## src/rtl/slurm16_pkg.sv

```systemverilog
// Shared types for the slurm16 memory arbiter: FSM states and access owner tags.
package slurm16_pkg;

    typedef enum logic [1:0] {
        ARB_IDLE  = 2'd0,
        ARB_READ  = 2'd1,
        ARB_WRITE = 2'd2
    } arb_state_t;

    typedef enum logic {
        OWN_IF = 1'b0,
        OWN_LS = 1'b1
    } arb_owner_t;

endpackage

```

## src/rtl/slurm16_arb_pick.sv

```systemverilog
// Winner selection between fetch and load/store, with the LS streak counter
// that forces an IF grant after LS_BURST_MAX consecutive LS wins.
module slurm16_arb_pick #(
    parameter int LS_BURST_MAX = 3
) (
    input  logic clk,
    input  logic rst_n,
    input  logic arb_en,
    input  logic if_req,
    input  logic ls_req,
    output logic if_gnt,
    output logic ls_gnt
);

    localparam int STREAK_W = $clog2(LS_BURST_MAX + 1);
    localparam logic [STREAK_W-1:0] STREAK_MAX = STREAK_W'(LS_BURST_MAX);

    logic [STREAK_W-1:0] streak_q, streak_d;
    logic                ls_yield;

    assign ls_yield = if_req && (streak_q == STREAK_MAX);

    // NOTE: every output of a combinational block gets a default first so no latch is inferred.
    always_comb begin
        ls_gnt   = arb_en && ls_req && !ls_yield;
        if_gnt   = arb_en && if_req && !ls_gnt;
        streak_d = streak_q;
        if (!if_req || if_gnt) begin
            streak_d = '0;
        end else if (ls_gnt && (streak_q != STREAK_MAX)) begin
            streak_d = streak_q + STREAK_W'(1);
        end
    end

    // NOTE: state registers use non-blocking assignments so all flops update from pre-edge values.
    always_ff @(posedge clk or negedge rst_n) begin
        if (!rst_n) begin
            streak_q <= '0;
        end else begin
            streak_q <= streak_d;
        end
    end

endmodule

```

## src/rtl/slurm16_mem_arbiter.sv

```systemverilog
// Sequences the single slurm16 memory port between instruction fetch and load/store,
// one access at a time, with registered strobes and a MEM_LAT-cycle read window.
module slurm16_mem_arbiter
    import slurm16_pkg::*;
#(
    parameter int BITS         = 16,
    parameter int ADDRESS_BITS = 16,
    parameter int MEM_LAT      = 2,
    parameter int LS_BURST_MAX = 3
) (
    input  logic                    CLK,
    input  logic                    RSTb,
    input  logic                    if_req,
    input  logic [ADDRESS_BITS-1:0] if_addr,
    output logic                    if_gnt,
    output logic                    if_rvalid,
    output logic [BITS-1:0]         if_rdata,
    input  logic                    ls_req,
    input  logic                    ls_we,
    input  logic [ADDRESS_BITS-1:0] ls_addr,
    input  logic [BITS-1:0]         ls_wdata,
    output logic                    ls_gnt,
    output logic                    ls_rvalid,
    output logic [BITS-1:0]         ls_rdata,
    output logic [ADDRESS_BITS-1:0] mem_addr,
    output logic [BITS-1:0]         mem_wdata,
    input  logic [BITS-1:0]         mem_rdata,
    output logic                    mem_OEb,
    output logic                    mem_WRb
);

    localparam int CNT_W = $clog2(MEM_LAT + 1);
    localparam logic [CNT_W-1:0] LAT_LOAD = CNT_W'(MEM_LAT);

    arb_state_t              state_q, state_d;
    arb_owner_t              owner_q, owner_d;
    logic [CNT_W-1:0]        lat_cnt_q, lat_cnt_d;
    logic [ADDRESS_BITS-1:0] mem_addr_q, mem_addr_d;
    logic [BITS-1:0]         mem_wdata_q, mem_wdata_d;
    logic                    mem_oeb_q, mem_oeb_d;
    logic                    mem_wrb_q, mem_wrb_d;
    logic                    if_rvalid_q, if_rvalid_d;
    logic                    ls_rvalid_q, ls_rvalid_d;
    logic [BITS-1:0]         if_rdata_q, if_rdata_d;
    logic [BITS-1:0]         ls_rdata_q, ls_rdata_d;
    logic                    arb_en;
    logic                    pick_if_gnt, pick_ls_gnt;

    // Grants are suppressed while reset is held, even though the FSM already sits in IDLE.
    assign arb_en = (state_q == ARB_IDLE) && RSTb;

    slurm16_arb_pick #(
        .LS_BURST_MAX(LS_BURST_MAX)
    ) u_pick (
        .clk   (CLK),
        .rst_n (RSTb),
        .arb_en(arb_en),
        .if_req(if_req),
        .ls_req(ls_req),
        .if_gnt(pick_if_gnt),
        .ls_gnt(pick_ls_gnt)
    );

    always_comb begin
        state_d     = state_q;
        owner_d     = owner_q;
        lat_cnt_d   = lat_cnt_q;
        mem_addr_d  = mem_addr_q;
        mem_wdata_d = mem_wdata_q;
        mem_oeb_d   = 1'b1;
        mem_wrb_d   = 1'b1;
        if_rvalid_d = 1'b0;
        ls_rvalid_d = 1'b0;
        if_rdata_d  = if_rdata_q;
        ls_rdata_d  = ls_rdata_q;

        unique case (state_q)
            ARB_IDLE: begin
                if (pick_ls_gnt) begin
                    owner_d    = OWN_LS;
                    mem_addr_d = ls_addr;
                    lat_cnt_d  = LAT_LOAD;
                    if (ls_we) begin
                        mem_wdata_d = ls_wdata;
                        mem_wrb_d   = 1'b0;
                        state_d     = ARB_WRITE;
                    end else begin
                        mem_oeb_d = 1'b0;
                        state_d   = ARB_READ;
                    end
                end else if (pick_if_gnt) begin
                    owner_d    = OWN_IF;
                    mem_addr_d = if_addr;
                    lat_cnt_d  = LAT_LOAD;
                    mem_oeb_d  = 1'b0;
                    state_d    = ARB_READ;
                end
            end
            ARB_READ: begin
                // Count 1 marks the final read cycle: capture data and release OEb together.
                if (lat_cnt_q == CNT_W'(1)) begin
                    state_d = ARB_IDLE;
                    if (owner_q == OWN_IF) begin
                        if_rdata_d  = mem_rdata;
                        if_rvalid_d = 1'b1;
                    end else begin
                        ls_rdata_d  = mem_rdata;
                        ls_rvalid_d = 1'b1;
                    end
                end else begin
                    lat_cnt_d = lat_cnt_q - CNT_W'(1);
                    mem_oeb_d = 1'b0;
                end
            end
            ARB_WRITE: begin
                state_d = ARB_IDLE;
            end
            default: begin
                state_d = ARB_IDLE;
            end
        endcase
    end

    always_ff @(posedge CLK or negedge RSTb) begin
        if (!RSTb) begin
            state_q     <= ARB_IDLE;
            owner_q     <= OWN_IF;
            lat_cnt_q   <= '0;
            mem_addr_q  <= '0;
            mem_wdata_q <= '0;
            mem_oeb_q   <= 1'b1;
            mem_wrb_q   <= 1'b1;
            if_rvalid_q <= 1'b0;
            ls_rvalid_q <= 1'b0;
            if_rdata_q  <= '0;
            ls_rdata_q  <= '0;
        end else begin
            state_q     <= state_d;
            owner_q     <= owner_d;
            lat_cnt_q   <= lat_cnt_d;
            mem_addr_q  <= mem_addr_d;
            mem_wdata_q <= mem_wdata_d;
            mem_oeb_q   <= mem_oeb_d;
            mem_wrb_q   <= mem_wrb_d;
            if_rvalid_q <= if_rvalid_d;
            ls_rvalid_q <= ls_rvalid_d;
            if_rdata_q  <= if_rdata_d;
            ls_rdata_q  <= ls_rdata_d;
        end
    end

    assign if_gnt    = pick_if_gnt;
    assign ls_gnt    = pick_ls_gnt;
    assign if_rvalid = if_rvalid_q;
    assign ls_rvalid = ls_rvalid_q;
    assign if_rdata  = if_rdata_q;
    assign ls_rdata  = ls_rdata_q;
    assign mem_addr  = mem_addr_q;
    assign mem_wdata = mem_wdata_q;
    assign mem_OEb   = mem_oeb_q;
    assign mem_WRb   = mem_wrb_q;

endmodule

```

## config.mk

```make
export PLATFORM = sky130hd
export DESIGN_NAME = slurm16_mem_arbiter
export DESIGN_NICKNAME = d
export VERILOG_FILES = /design/src/rtl/slurm16_pkg.sv /design/src/rtl/slurm16_arb_pick.sv /design/src/rtl/slurm16_mem_arbiter.sv
export SDC_FILE = /design/constraint.sdc
export NUM_CORES = 1
export LEC_CHECK = 0
export ABC_CLOCK_PERIOD_IN_PS = 8000
export CAP_MARGIN = 20
export CELL_PAD_IN_SITES_DETAIL_PLACEMENT = 2
export CELL_PAD_IN_SITES_GLOBAL_PLACEMENT = 2
export CORE_MARGIN = 5
export CORE_UTILIZATION = 29
export CTS_BUF_LIST = sky130_fd_sc_hd__clkbuf_8 sky130_fd_sc_hd__clkbuf_16
export DETAILED_ROUTE_END_ITERATION = 12
export PLACE_DENSITY_LB_ADDON = 0.3
export SETUP_SLACK_MARGIN = 0.4
export SLEW_MARGIN = 20
export SYNTH_ARGS = -nofsm -noshare
export SYNTH_HDL_FRONTEND = slang
export SYNTH_HIERARCHICAL = 1
export SYNTH_SLANG_ARGS = --single-unit
```

## constraint.sdc

```tcl
create_clock -name CLK -period 8 [get_ports CLK]
set_clock_uncertainty 0.15 [all_clocks]
set_input_delay 1.6 -clock CLK [delete_from_list [all_inputs] [get_ports CLK]]
set_output_delay 1.6 -clock CLK [all_outputs]
set_load 0.02 [all_outputs]
```

; ---- After elaboration in Yosys (flattened, before gate mapping)
; Cells that the tools add are included.
[totals]
mem_count = 0
ramBits = 0
latchBits = 0
out_inout_bits = 70
reg_bits = 75
mem_bits_ro = 0
wordCells = 72
in_bits = 69
[op_classes]
eq_ne = 7
mul = 0
shift = 0
div_mod_pow = 0
mux = 29
magnitude_cmp = 0
n_reduce_logical = 21
addsub = 2
bitwise = 1
[op_table]
columns = cell, count
row1 = $mux W16, 2
row2 = $mux W2, 9
row3 = $mux W1, 15
row4 = $reduce_and A3 Y1, 4
row5 = $pmux W2 S2, 2
row6 = $logic_and A1 B1 Y1, 7
row7 = $ne A2 B2 Y1 const B, 3
row8 = $reduce_bool A2 Y1, 3
row9 = $eq A2 B1 Y1 const B, 2
row10 = $reduce_and A2 Y1, 2
row11 = $logic_not A1 Y1, 3
row12 = $ne A3 B3 Y1 const B, 1
row13 = $add A2 B1 Y2 const B, 1
row14 = $eq A2 B2 Y1 const B, 1
row15 = $logic_not A2 Y1, 1
row16 = $pmux W1 S2, 1
row17 = $sub A2 B1 Y2 const B, 1
row18 = $logic_or A1 B1 Y1, 1
row19 = $not A1 Y1, 1

; ---- Longest topological paths before layout
[depth]
word_depth = 9
ltp_mapped = 13
ltp_nobuf = 7

; ---- Cells and area by module
; Netlist, hierarchy kept.
[modules_own_cells]
columns = module, seq_area_each_um2, area_each_um2, cells_per_inst, n_inst
row1 = slurm16_mem_arbiter, 1829.3, 3074.2, 212, 1
row2 = slurm16_arb_pick, 50.0, 133.9, 14, 1

; ---- Worst setup path after synthesis
; Ideal clock, no wire load.
[synth_path]
kind = input -> output
startpoint = input RSTb
endpoint = output if_gnt
slack_ns = 3.990
arrival_ns = 2.260
t_required_ns = 6.250
stages = 3
n_path_buf = 0
path_cell_list = and2_1 nand2_1 a21oi_1
[synth_via]
elab_chain_len = 5
elab_cells_between_ends = 6
cone_classes = reduce/logical (6)
[synth_lines]
columns = element, line_no
row1 = start: declaration, slurm16_mem_arbiter.sv:12  ; input logic RSTb,
row2 = $logic_and A1 B1 Y1 (*), slurm16_mem_arbiter.sv:50  ; assign arb_en = (state_q == ARB_IDLE) && RSTb;
row3 = $logic_and A1 B1 Y1 (2 in a row), slurm16_arb_pick.sv:25  ; ls_gnt = arb_en && ls_req && !ls_yield;
row4 = $logic_not A1 Y1, slurm16_arb_pick.sv:26  ; if_gnt = arb_en && if_req && !ls_gnt;
row5 = $logic_and A1 B1 Y1 (*), slurm16_arb_pick.sv:26
row6 = end: declaration, slurm16_mem_arbiter.sv:15  ; output logic if_gnt,
; Mark *: on every way between the ends. The rest lies on a longest branch, timed or not.

; ---- Final worst setup path
[layout_path]
startpoint = input RSTb
endpoint = output if_gnt
[layout_via]
elab_chain_len = 5
elab_cells_between_ends = 6
cone_classes = reduce/logical (6)
[layout_lines]
columns = element, line_no
row1 = $logic_and A1 B1 Y1 (*), slurm16_mem_arbiter.sv:50
row2 = net arb_en, slurm16_mem_arbiter.sv:46  ; logic arb_en;
row3 = $logic_and A1 B1 Y1 (2 in a row), slurm16_arb_pick.sv:25
row4 = $logic_not A1 Y1, slurm16_arb_pick.sv:26
row5 = $logic_and A1 B1 Y1 (*), slurm16_arb_pick.sv:26
; The timed path passes the listed nets; every way through them passes the cells marked *.

==> reports/results.txt <==
Tcrit/Tclk final = 0.6770
CTS tree = built
Area of the die = 13270 um^2
M2 GR Usage = 0.2207
Initial Util = 0.2959
Hold Buf Count CTS = 0
Die Height = 115.2 um
TNS Setup = 0 ps
Ys flop type = dfrtp_1
Mapped Cells = 226
CP Class = in2out
Measured slew at the worst slew-check pin = 1043 ps
Routed wire length = 9178 um
DIE WIDTH = 115.2 um
H-tree Lvls = 3
Clock transition at path regs = 80 ps
Synth top area cells = dfrtp_1, mux2_2, mux2_4
All-layer global routing usage = 0.1434
Outcome = completed
Number of buffers created by CTS = 9
CP max stage cell = buf_4
EDFF count, synth = 0
Layout overhead on the synthesized area = 52.26%
DR pass1 iterations = 4
Max IR drop VDD = 0.1653 mV
Post-DR vias/cell = 4.635
Worst min path class = reg2reg
Share of cells above drive strength 1 = 0.2016
Total Nets Final = 433
Startpoint types = input port
CP bufs+invs = 2
Gr ovfl total = 0
Count leader, synth = dfrtp_1
Power per Cell Area = 399.0 nW/um^2
Wire length per cell = 18.10 um
Max Cap Viol = 0
Synth warnings = 6
Syn avg cell area = 14.20 um^2
Post-DP HPWL = 6624 um
Met1 usage = 0.1769
Relative slew slack = 0.3046
Antenna violations before repair = 0
Number of setup violations in the final report = 0
Cell variety after synth = 35
CP required = 6250 ps
Worst skew pair latency = 340 ps
Sequential area share after synthesis = 0.5858
Max incr delay on CP = 710 ps
Pins over their slew limit = 0
Largest net degree at the start of global routing = 77
GR peak layer = met2
Post-CTS setup buffer count = 0
Pleak = 2.019 nW
Crit-path max FO = 76
Crit path cell chain = buf_4, and2_1, nand2_1, a21oi_1, clkdlybuf4s50_1
Largest delay contributor family on the critical path = buffers and inverters
Maximum clock insertion buffer count = 2
Met3 Usage GRT = 0.07632
Final hold viol count = 0
Gpl congestion = 0.7444
CTS root buf = clkbuf_8
Post-synth top area share = 0.5694
RSZ-0062 raised after global routing = false
Tot Pwr = 0.001949 W
Tmin final = 5416 ps
First-pass GRT wire length = 14760 um
Async set-reset flop share out of synthesis = 1.000
Iter 0 DRT Violations = 69
Post-synth top cells = dfrtp_1, a21oi_1, mux2_2
Post-Syn Nets = 297
Fmax = 184.6 MHz
Post-synth top area cell = dfrtp_1
Worst EP arrival = 3670 ps
FP Rows = 38
Worst R2R Path Depth = 9
Post-CTS sizing = 0
Critical Path Sink Type = primary output
Core footprint = 10840 um^2
Register bit total from synthesis = 75
Total number of vias = 2350
Post-route ant nets = 0
Diode count = 0
Hold-critical path depth = 1
Number of global-route vias before repair = 2729
Cell Area, Synth = 3208 um^2
Critical path depth in cells = 5
Top-level I/O count = 139
Post-route DRC violation count = 0
Port Buf Inserts = 138
TritonCTS Sinks = 75
sequential cells by signal (all words and copies together) (netlist names), 2 cells and up:
signal and cells:
if_rdata 16, lat_cnt_q 2, ls_rdata 16, mem_addr 16
mem_wdata 16, state_q 2, u_pick/streak_q 2
cells by family after synthesis:
kind of cell | Yosys count | share of synthesized area
AO/OA/AOI/OAI | 45 | 0.07606
adder cells (fa/ha/maj) | 2 | 0.007799
multiplexers | 64 | 0.2383
flip-flops | 75 | 0.5858
AND/OR/NAND/NOR | 20 | 0.04837
buffers and inverters | 20 | 0.04368
power breakdown:
part           internal (W)  leakage [nW]  switching, W  total (W)
registers          0.000560         0.892      0.000109   0.000669
clock network      0.000178         0.106      0.000151   0.000329
logic              0.000499          1.02      0.000452   0.000951
total               0.00124          2.02      0.000713    0.00195
final timing paths:
check,slack [ps],from,end
max,2580,RSTb,if_gnt
min,350,lat_cnt_q[1],lat_cnt_q[1]
max reg2reg,4520,state_q[1],mem_addr[3]
min reg2reg,350,lat_cnt_q[1],lat_cnt_q[1]
max in group asynchronous,5830,RSTb,ls_rdata[10]
min in group asynchronous,1250,RSTb,u_pick/streak_q[1]
layout by cell type, fill, tap and decap left out, drive strengths merged:
| cell type | instances |
|---|---|
| clkdlybuf4s50 | 137 |
| dfrtp | 73 |
| mux2 | 48 |
| a21oi | 37 |
| mux2i | 16 |
| clkbuf | 9 |
| inv | 6 |
| nor3 | 4 |
| nand2 | 4 |
| buf | 3 |
| nor2 | 2 |
| and2 | 2 |
| o21ai | 2 |
| ha | 2 |
| clkinvlp | 2 |
| bufinv | 2 |
| clkinv | 2 |
| dfstp | 2 |
| or2 | 1 |
| a211o | 1 |
| nor2b | 1 |
| nand3 | 1 |
| and3b | 1 |
| a211oi | 1 |
| o22a | 1 |
| a22o | 1 |
| nand4b | 1 |
| nand2b | 1 |
| a21boi | 1 |
| and4bb | 1 |
| and2b | 1 |
| o21a | 1 |
area by class of cell:
| cell class | instances | area [um^2] |
|---|---|---|
| Tap cell | 140 | 175.2 |
| Sequential cell | 75 | 1879 |
| Clock inverter | 7 | 101.3 |
| Fill cell | 1092 | 5956 |
| Multi-Input combinational cell | 131 | 1192 |
| Clock buffer | 9 | 123.9 |
| Timing Repair Buffer | 140 | 1394 |
| Inverter | 5 | 18.77 |
metrics by stage:
step           std cells  hold slack (ps)  utilization  setup slack, ps  area [um^2]
2_1_floorplan        226            310.0            -             3990         3208
3_3_place_gp         491            325.2       0.4298             2558         4659
3_5_place_dp         491            341.0       0.4298             2487         4659
4_1_cts              507            360.9       0.4506             2496         4885
5_1_grt              507            377.5       0.4506             2252         4885
6_report             507            353.0       0.4506             2584         4885
metal layers:
metal / vias to the layer above / share of wire
met5: - / 0
met4: 0 / 0.0083
met3: 7 / 0.12
met2: 100 / 0.45
met1: 1175 / 0.42
li1: 1068 / -
(Power assumes the default switching activity.)
